### src/rtl/morse_pkg.sv
// Shared symbol encodings, word geometry and FSM state type for the Morse receive path.
package morse_pkg;

    localparam logic [1:0] SYM_NONE  = 2'b00;
    localparam logic [1:0] SYM_SHORT = 2'b01;
    localparam logic [1:0] SYM_LONG  = 2'b10;

    localparam int unsigned MAX_SYMBOLS = 5;

    typedef enum logic [1:0] {
        IDLE  = 2'd0,
        PRESS = 2'd1,
        GAP   = 2'd2
    } state_t;

    // Write one symbol into slot idx; slot 0 is word[9:8], slot 4 is word[1:0].
    function automatic logic [9:0] slot_put(input logic [9:0] word,
                                            input logic [2:0] idx,
                                            input logic [1:0] sym);
        logic [9:0] w;
        w = word;
        for (int unsigned i = 0; i < MAX_SYMBOLS; i++) begin
            if (32'(idx) == i) begin
                w[9 - 2 * i -: 2] = sym;
            end
        end
        return w;
    endfunction

endpackage

### src/rtl/morse_compose_key_debounce.sv
// Two-flop synchronizer followed by a debouncer: the output level only follows the
// synchronized key after it has disagreed with it for DEBOUNCE_CYCLES consecutive cycles.
module key_debounce #(
    parameter int unsigned DEBOUNCE_CYCLES = 250000
) (
    input  logic clk,
    input  logic reset,
    input  logic raw,
    output logic level
);

    localparam int unsigned DCW = (DEBOUNCE_CYCLES < 2) ? 1 : $clog2(DEBOUNCE_CYCLES + 1);
    localparam logic [DCW-1:0] CNT_LAST = DCW'(DEBOUNCE_CYCLES - 1);

    logic [1:0]     sync_q;
    logic [1:0]     sync_d;
    logic           level_q;
    logic           level_d;
    logic [DCW-1:0] cnt_q;
    logic [DCW-1:0] cnt_d;

    // Next-state: shift the synchronizer, count disagreement, flip level when it has lasted long enough.
    always_comb begin
        sync_d  = {sync_q[0], raw};
        level_d = level_q;
        cnt_d   = '0;
        if (sync_q[1] != level_q) begin
            if (cnt_q == CNT_LAST) begin
                level_d = sync_q[1];
                cnt_d   = '0;
            end else begin
                cnt_d = cnt_q + DCW'(1);
            end
        end
    end

    // State registers with asynchronous reset to a released key.
    always_ff @(posedge clk or posedge reset) begin
        if (reset) begin
            sync_q  <= '0;
            level_q <= 1'b0;
            cnt_q   <= '0;
        end else begin
            sync_q  <= sync_d;
            level_q <= level_d;
            cnt_q   <= cnt_d;
        end
    end

    assign level = level_q;

endmodule

### src/rtl/morse_compose.sv
// Morse receiver: times debounced key presses/releases, classifies symbols, packs a
// 10-bit word and presents it on a valid/ack output register.
module morse_compose
    import morse_pkg::*;
#(
    parameter int unsigned DEBOUNCE_CYCLES = 250000,
    parameter int unsigned DOT_MAX_CYCLES  = 6000000,
    parameter int unsigned GAP_CYCLES      = 12000000
) (
    input  logic       clk,
    input  logic       reset,
    input  logic       key,
    input  logic       ack,
    output logic [9:0] code,
    output logic       valid,
    output logic       overflow,
    output logic       overrun,
    output logic       busy
);

    localparam int unsigned CNT_MAX = (GAP_CYCLES > DOT_MAX_CYCLES + 1) ? GAP_CYCLES
                                                                        : DOT_MAX_CYCLES + 1;
    localparam int unsigned CNT_W   = $clog2(CNT_MAX + 1);

    localparam logic [CNT_W-1:0] DOT_MAX   = CNT_W'(DOT_MAX_CYCLES);
    localparam logic [CNT_W-1:0] PRESS_SAT = CNT_W'(DOT_MAX_CYCLES + 1);
    localparam logic [CNT_W-1:0] GAP_LAST  = CNT_W'(GAP_CYCLES - 1);
    localparam logic [CNT_W-1:0] CNT_ONE   = CNT_W'(1);

    logic level;

    state_t           state_q, state_d;
    logic [CNT_W-1:0] cnt_q, cnt_d;
    logic [9:0]       shift_q, shift_d;
    logic [2:0]       nsym_q, nsym_d;
    logic             ovf_q, ovf_d;
    logic [9:0]       code_q, code_d;
    logic             valid_q, valid_d;
    logic             overflow_q, overflow_d;
    logic             overrun_q, overrun_d;
    logic             busy_q, busy_d;
    logic             load;
    logic [1:0]       sym;

    key_debounce #(
        .DEBOUNCE_CYCLES(DEBOUNCE_CYCLES)
    ) u_debounce (
        .clk  (clk),
        .reset(reset),
        .raw  (key),
        .level(level)
    );

    // FSM next-state, duration counting, symbol packing and output handshake.
    // The counter is entered at 1 because the transition cycle is itself the first
    // cycle of the new press/release; this makes the stored count equal the debounced
    // duration and puts the load exactly GAP_CYCLES after the debounced fall.
    always_comb begin
        state_d    = state_q;
        cnt_d      = cnt_q;
        shift_d    = shift_q;
        nsym_d     = nsym_q;
        ovf_d      = ovf_q;
        code_d     = code_q;
        valid_d    = valid_q;
        overflow_d = overflow_q;
        overrun_d  = overrun_q;
        load       = 1'b0;
        sym        = SYM_NONE;

        case (state_q)
            IDLE: begin
                shift_d = '0;
                nsym_d  = '0;
                ovf_d   = 1'b0;
                cnt_d   = '0;
                if (level) begin
                    state_d = PRESS;
                    cnt_d   = CNT_ONE;
                end
            end
            PRESS: begin
                if (!level) begin
                    sym = (cnt_q <= DOT_MAX) ? SYM_SHORT : SYM_LONG;
                    if (nsym_q < 3'(MAX_SYMBOLS)) begin
                        shift_d = slot_put(shift_q, nsym_q, sym);
                        nsym_d  = nsym_q + 3'd1;
                    end else begin
                        ovf_d = 1'b1;
                    end
                    cnt_d   = CNT_ONE;
                    state_d = GAP;
                end else if (cnt_q != PRESS_SAT) begin
                    cnt_d = cnt_q + CNT_ONE;
                end
            end
            GAP: begin
                if (level) begin
                    state_d = PRESS;
                    cnt_d   = CNT_ONE;
                end else if (cnt_q == GAP_LAST) begin
                    load    = 1'b1;
                    state_d = IDLE;
                    cnt_d   = '0;
                    shift_d = '0;
                    nsym_d  = '0;
                    ovf_d   = 1'b0;
                end else begin
                    cnt_d = cnt_q + CNT_ONE;
                end
            end
            default: begin
                state_d = IDLE;
                cnt_d   = '0;
                shift_d = '0;
                nsym_d  = '0;
                ovf_d   = 1'b0;
            end
        endcase

        if (load) begin
            code_d     = shift_q;
            overflow_d = ovf_q;
            valid_d    = 1'b1;
            if (valid_q && !ack) begin
                overrun_d = 1'b1;
            end
        end else if (ack) begin
            valid_d = 1'b0;
        end

        busy_d = (state_d != IDLE);
    end

    // Registered FSM state, datapath and outputs with asynchronous reset.
    always_ff @(posedge clk or posedge reset) begin
        if (reset) begin
            state_q    <= IDLE;
            cnt_q      <= '0;
            shift_q    <= '0;
            nsym_q     <= '0;
            ovf_q      <= 1'b0;
            code_q     <= '0;
            valid_q    <= 1'b0;
            overflow_q <= 1'b0;
            overrun_q  <= 1'b0;
            busy_q     <= 1'b0;
        end else begin
            state_q    <= state_d;
            cnt_q      <= cnt_d;
            shift_q    <= shift_d;
            nsym_q     <= nsym_d;
            ovf_q      <= ovf_d;
            code_q     <= code_d;
            valid_q    <= valid_d;
            overflow_q <= overflow_d;
            overrun_q  <= overrun_d;
            busy_q     <= busy_d;
        end
    end

    assign code     = code_q;
    assign valid    = valid_q;
    assign overflow = overflow_q;
    assign overrun  = overrun_q;
    assign busy     = busy_q;

endmodule

### config.mk
export PLATFORM = sky130hd
export DESIGN_NAME = morse_compose
export DESIGN_NICKNAME = d
export VERILOG_FILES = /design/src/rtl/morse_pkg.sv /design/src/rtl/morse_compose_key_debounce.sv /design/src/rtl/morse_compose.sv
export SDC_FILE = /design/constraint.sdc
export NUM_CORES = 1
export LEC_CHECK = 0
export ABC_AREA = 1
export CORE_ASPECT_RATIO = 1.5
export CORE_MARGIN = 3
export CORE_UTILIZATION = 60
export DETAILED_ROUTE_END_ITERATION = 10
export PLACE_DENSITY = 0.77
export SYNTH_ARGS = -nofsm -noshare
export SYNTH_HDL_FRONTEND = slang
export SYNTH_SLANG_ARGS = --single-unit
### constraint.sdc
create_clock -name clk -period 5.47 [get_ports clk]
set_input_delay 0.547 -clock clk [delete_from_list [all_inputs] [get_ports clk]]
set_output_delay 0.547 -clock clk [all_outputs]
set_load 0.02 [all_outputs]
==> flow_summary.toml <==
[run_status]
outcome = "complete, no violations"

[route]
drtIter0Drc = 236
drt-total-wl_um = 8420
drc_errors = 0
wl_per_cell_um = 13.2
antenna_left = 0
via_per_inst = 5.46
drt-pass1-iter-count = 4
route.vias.total = 3483

[logic_synthesis]
synth_compound_area_share_pct = 5.32
synth-simple-area-share_pct = 35.8
synth_area_leaders = "dfrtp_1 45%, nand2_1 12%, nor2_1 7.0%"
synth_cell_types = 35
synth_flop_cell = "dfrtp_1"
seq_area_frac_synth_pct = 45.1
async_flop_share_pct = 100
synth_fp_nets = 550
synth_top_area_share_pct = 45.1
syn_area_per_cell_um2 = 7.75
synthMuxAreaShare_pct = 0
synth_warnings = 0
synth_top_family_by_area = "simple AND/OR/NAND/NOR gates"
synth_top_cell_by_area = "dfrtp_1"
synthCells = 537
synth_xor_area_share_pct = 3.79
synth_edf_count = 0
synth_seq_cells = 75
syn_area_um2 = 4160
synth_common_cells = "130 x nand2_1, 78 x nor2_1, 75 x dfrtp_1"
synth.most_common_cell = "nand2_1"
synth_fa_ha_area_share_pct = 2.71

[sta]
fin_ws_ns = 3.48
slew_headroom_pct = 38.8
period_needed_ns = 1.99
max_slew.worst_pin.slew_ns = 0.917
fin_crit_sh_pct = 36.3
setup_tns_ns = 0
setup-violations-final = 0
fmaxAchievable_mhz = 503
drv_slew = 0
skew_ns = 0.00999
rsz0062_at_grt = "false"
hold_violations = 0
whs_ns = 0.350

[cts]
cts.clk_slew.worst_paths_ns = 0.07
cts_buffers = 9
clock_sinks = 75
cts_resized = 0
cts_tree = "done"
clock_latency_ns = 0.36
clock_path_buffers = 2
hold_buffers = 0
cts_setup_buffers = 0
ctsHtreeMaxLevel = 3
ctsRootBufferMaster = "clkbuf_8"

[floorplanning]
start_util_pct = 62.8
rows = 36
die_w_um = 74.0
core_area_um2 = 6620
num_io_pins = 18
die_area_um2 = 7990
die_h_um = 108

[place]
pre_cts_slack_ns = 3.46
port_buffers = 17
gp_congestion = 1.00
hpwl_um = 6260

[cells_and_area]
postLayoutCoreUtil_pct = 69.4
fin_nets = 570
area_growth_pct = 10.4
drive_above_1_share_pct = 9.43
diodes = 0

[global_route]
grt_pass1_wl_um = 14300
track_usage_pct = 23.4
grt.overflow.total = 0
grt_max_degree = 76
first_global_vias = 3300
antenna_found_initial = 0

[setup_path]
cp.arrival_ns = 2.24
criticalPathCategory = "flop to flop"
path_common_cell = "nand3_4"
cpMaxStageDelayCell = "a21oi_4"
cpLargestDelayFamily = "simple AND/OR/NAND/NOR gates"
start_kind = "flop"
slowest_delay_ns = 0.51
crit_fanout = 18
crit_chain = "ha_1 > nand3_4 > nor2_8 > nand3_4 > a21oi_4 > inv_2 > nand3_1 > nand2_1"
critPathBufInv = 1
cp-end-kind = "flop"
critPathRequiredTime_ns = 5.72

[min_path]
hold_class = "flop to flop"

[power]
ir_drop_v = 0.000199
p_leak_nw = 2.07
power_density_nw_per_um2 = 230
power_w = 0.00106

[run]
cap_violations = 0
worst reg2reg max path, cell delays in order, from the launching register on:
cell and delay (ns):
dfrtp_1 0.39, ha_1 0.25, nand3_4 0.13, nor2_8 0.18
nand3_4 0.12, a21oi_4 0.51, inv_2 0.16, nand3_1 0.10
nand2_1 0.05
path summary, 6_finish.rpt:
check                                      from                   end  slack (ns)  depth (start not counted)
setup / recovery                       cnt_q[0]              cnt_q[1]        3.48                          8
hold / removal             u_debounce.sync_q[0]  u_debounce.sync_q[1]        0.35                          0
setup reg to reg                       cnt_q[0]              cnt_q[1]        3.48                          8
hold reg to reg            u_debounce.sync_q[0]  u_debounce.sync_q[1]        0.35                          0
max in group asynchronous                 reset             cnt_q[19]        4.09                          3
min in group asynchronous                 reset              cnt_q[9]        0.77                          3
power breakdown:
group / switching [W] / internal (W)
Clock: 0.000205 / 0.000271
Combinational: 0.0000152 / 0.00000508
Sequential: 0.00000237 / 0.000557
per-stage QoR:
stage	std cells	instance area (um^2)
floorplan	537	4160
finish	638	4590
detailed placement	622	4370
global route	638	4590
CTS	638	4590
global placement	622	4370
routing by layer:
layer	part of all wire (%)	GRT usage (%)	up-vias	wire length (um)
met2	52	40.0	87	4350
met1	41	26.9	1609	3420
met5	0	0	-	0
met4	3.4	12.7	0	289
li1	-	-	1760	-
met3	4.3	4.47	27	360
area by class of cell:
class                      count  area [um^2]
fill                         555         2030
multi-input combinational    389         1980
sequential                    75         1880
inverter                      64          240
timing repair buffer          18          178
clock buffer                  11          141
tap                           76         95.1
clock inverter                 5         83.8
sequential cells by signal, indices dropped and copies added (netlist names), 2 cells and up:
register,cells
u_debounce.sync_q,2
state_q,2
cnt_q,24
shift_q,10
code,10
u_debounce.cnt_q,18
nsym_q,3
placed cells by master, fill, tap and decap left out, types with 4 or more instances in the layout:
cell and count:
nor2_1 78, inv_1 57, o21ai_0 12, o21ai_1 8, nand2_2 5, nand3_1 32
inv_2 6, nand2_1 130, ha_1 9, nor3_1 25, dfrtp_1 75, clkdlybuf4s50_1 17
a21oi_1 13, xor2_1 15, nor3b_1 4, clkbuf_8 10, nor2_2 15, nand4_1 19
kinds of logic (layout without fill, tap and decap cells):
logic type / count (synthesis) / count (layout)
compound gates: 39 / 39
xor+xnor: 18 / 18
fa+ha+maj: 9 / 9
buf+inv: 73 / 98
flops: 75 / 75
simple gates: 323 / 323
Note: power is estimated with default switching activity, not from simulation.
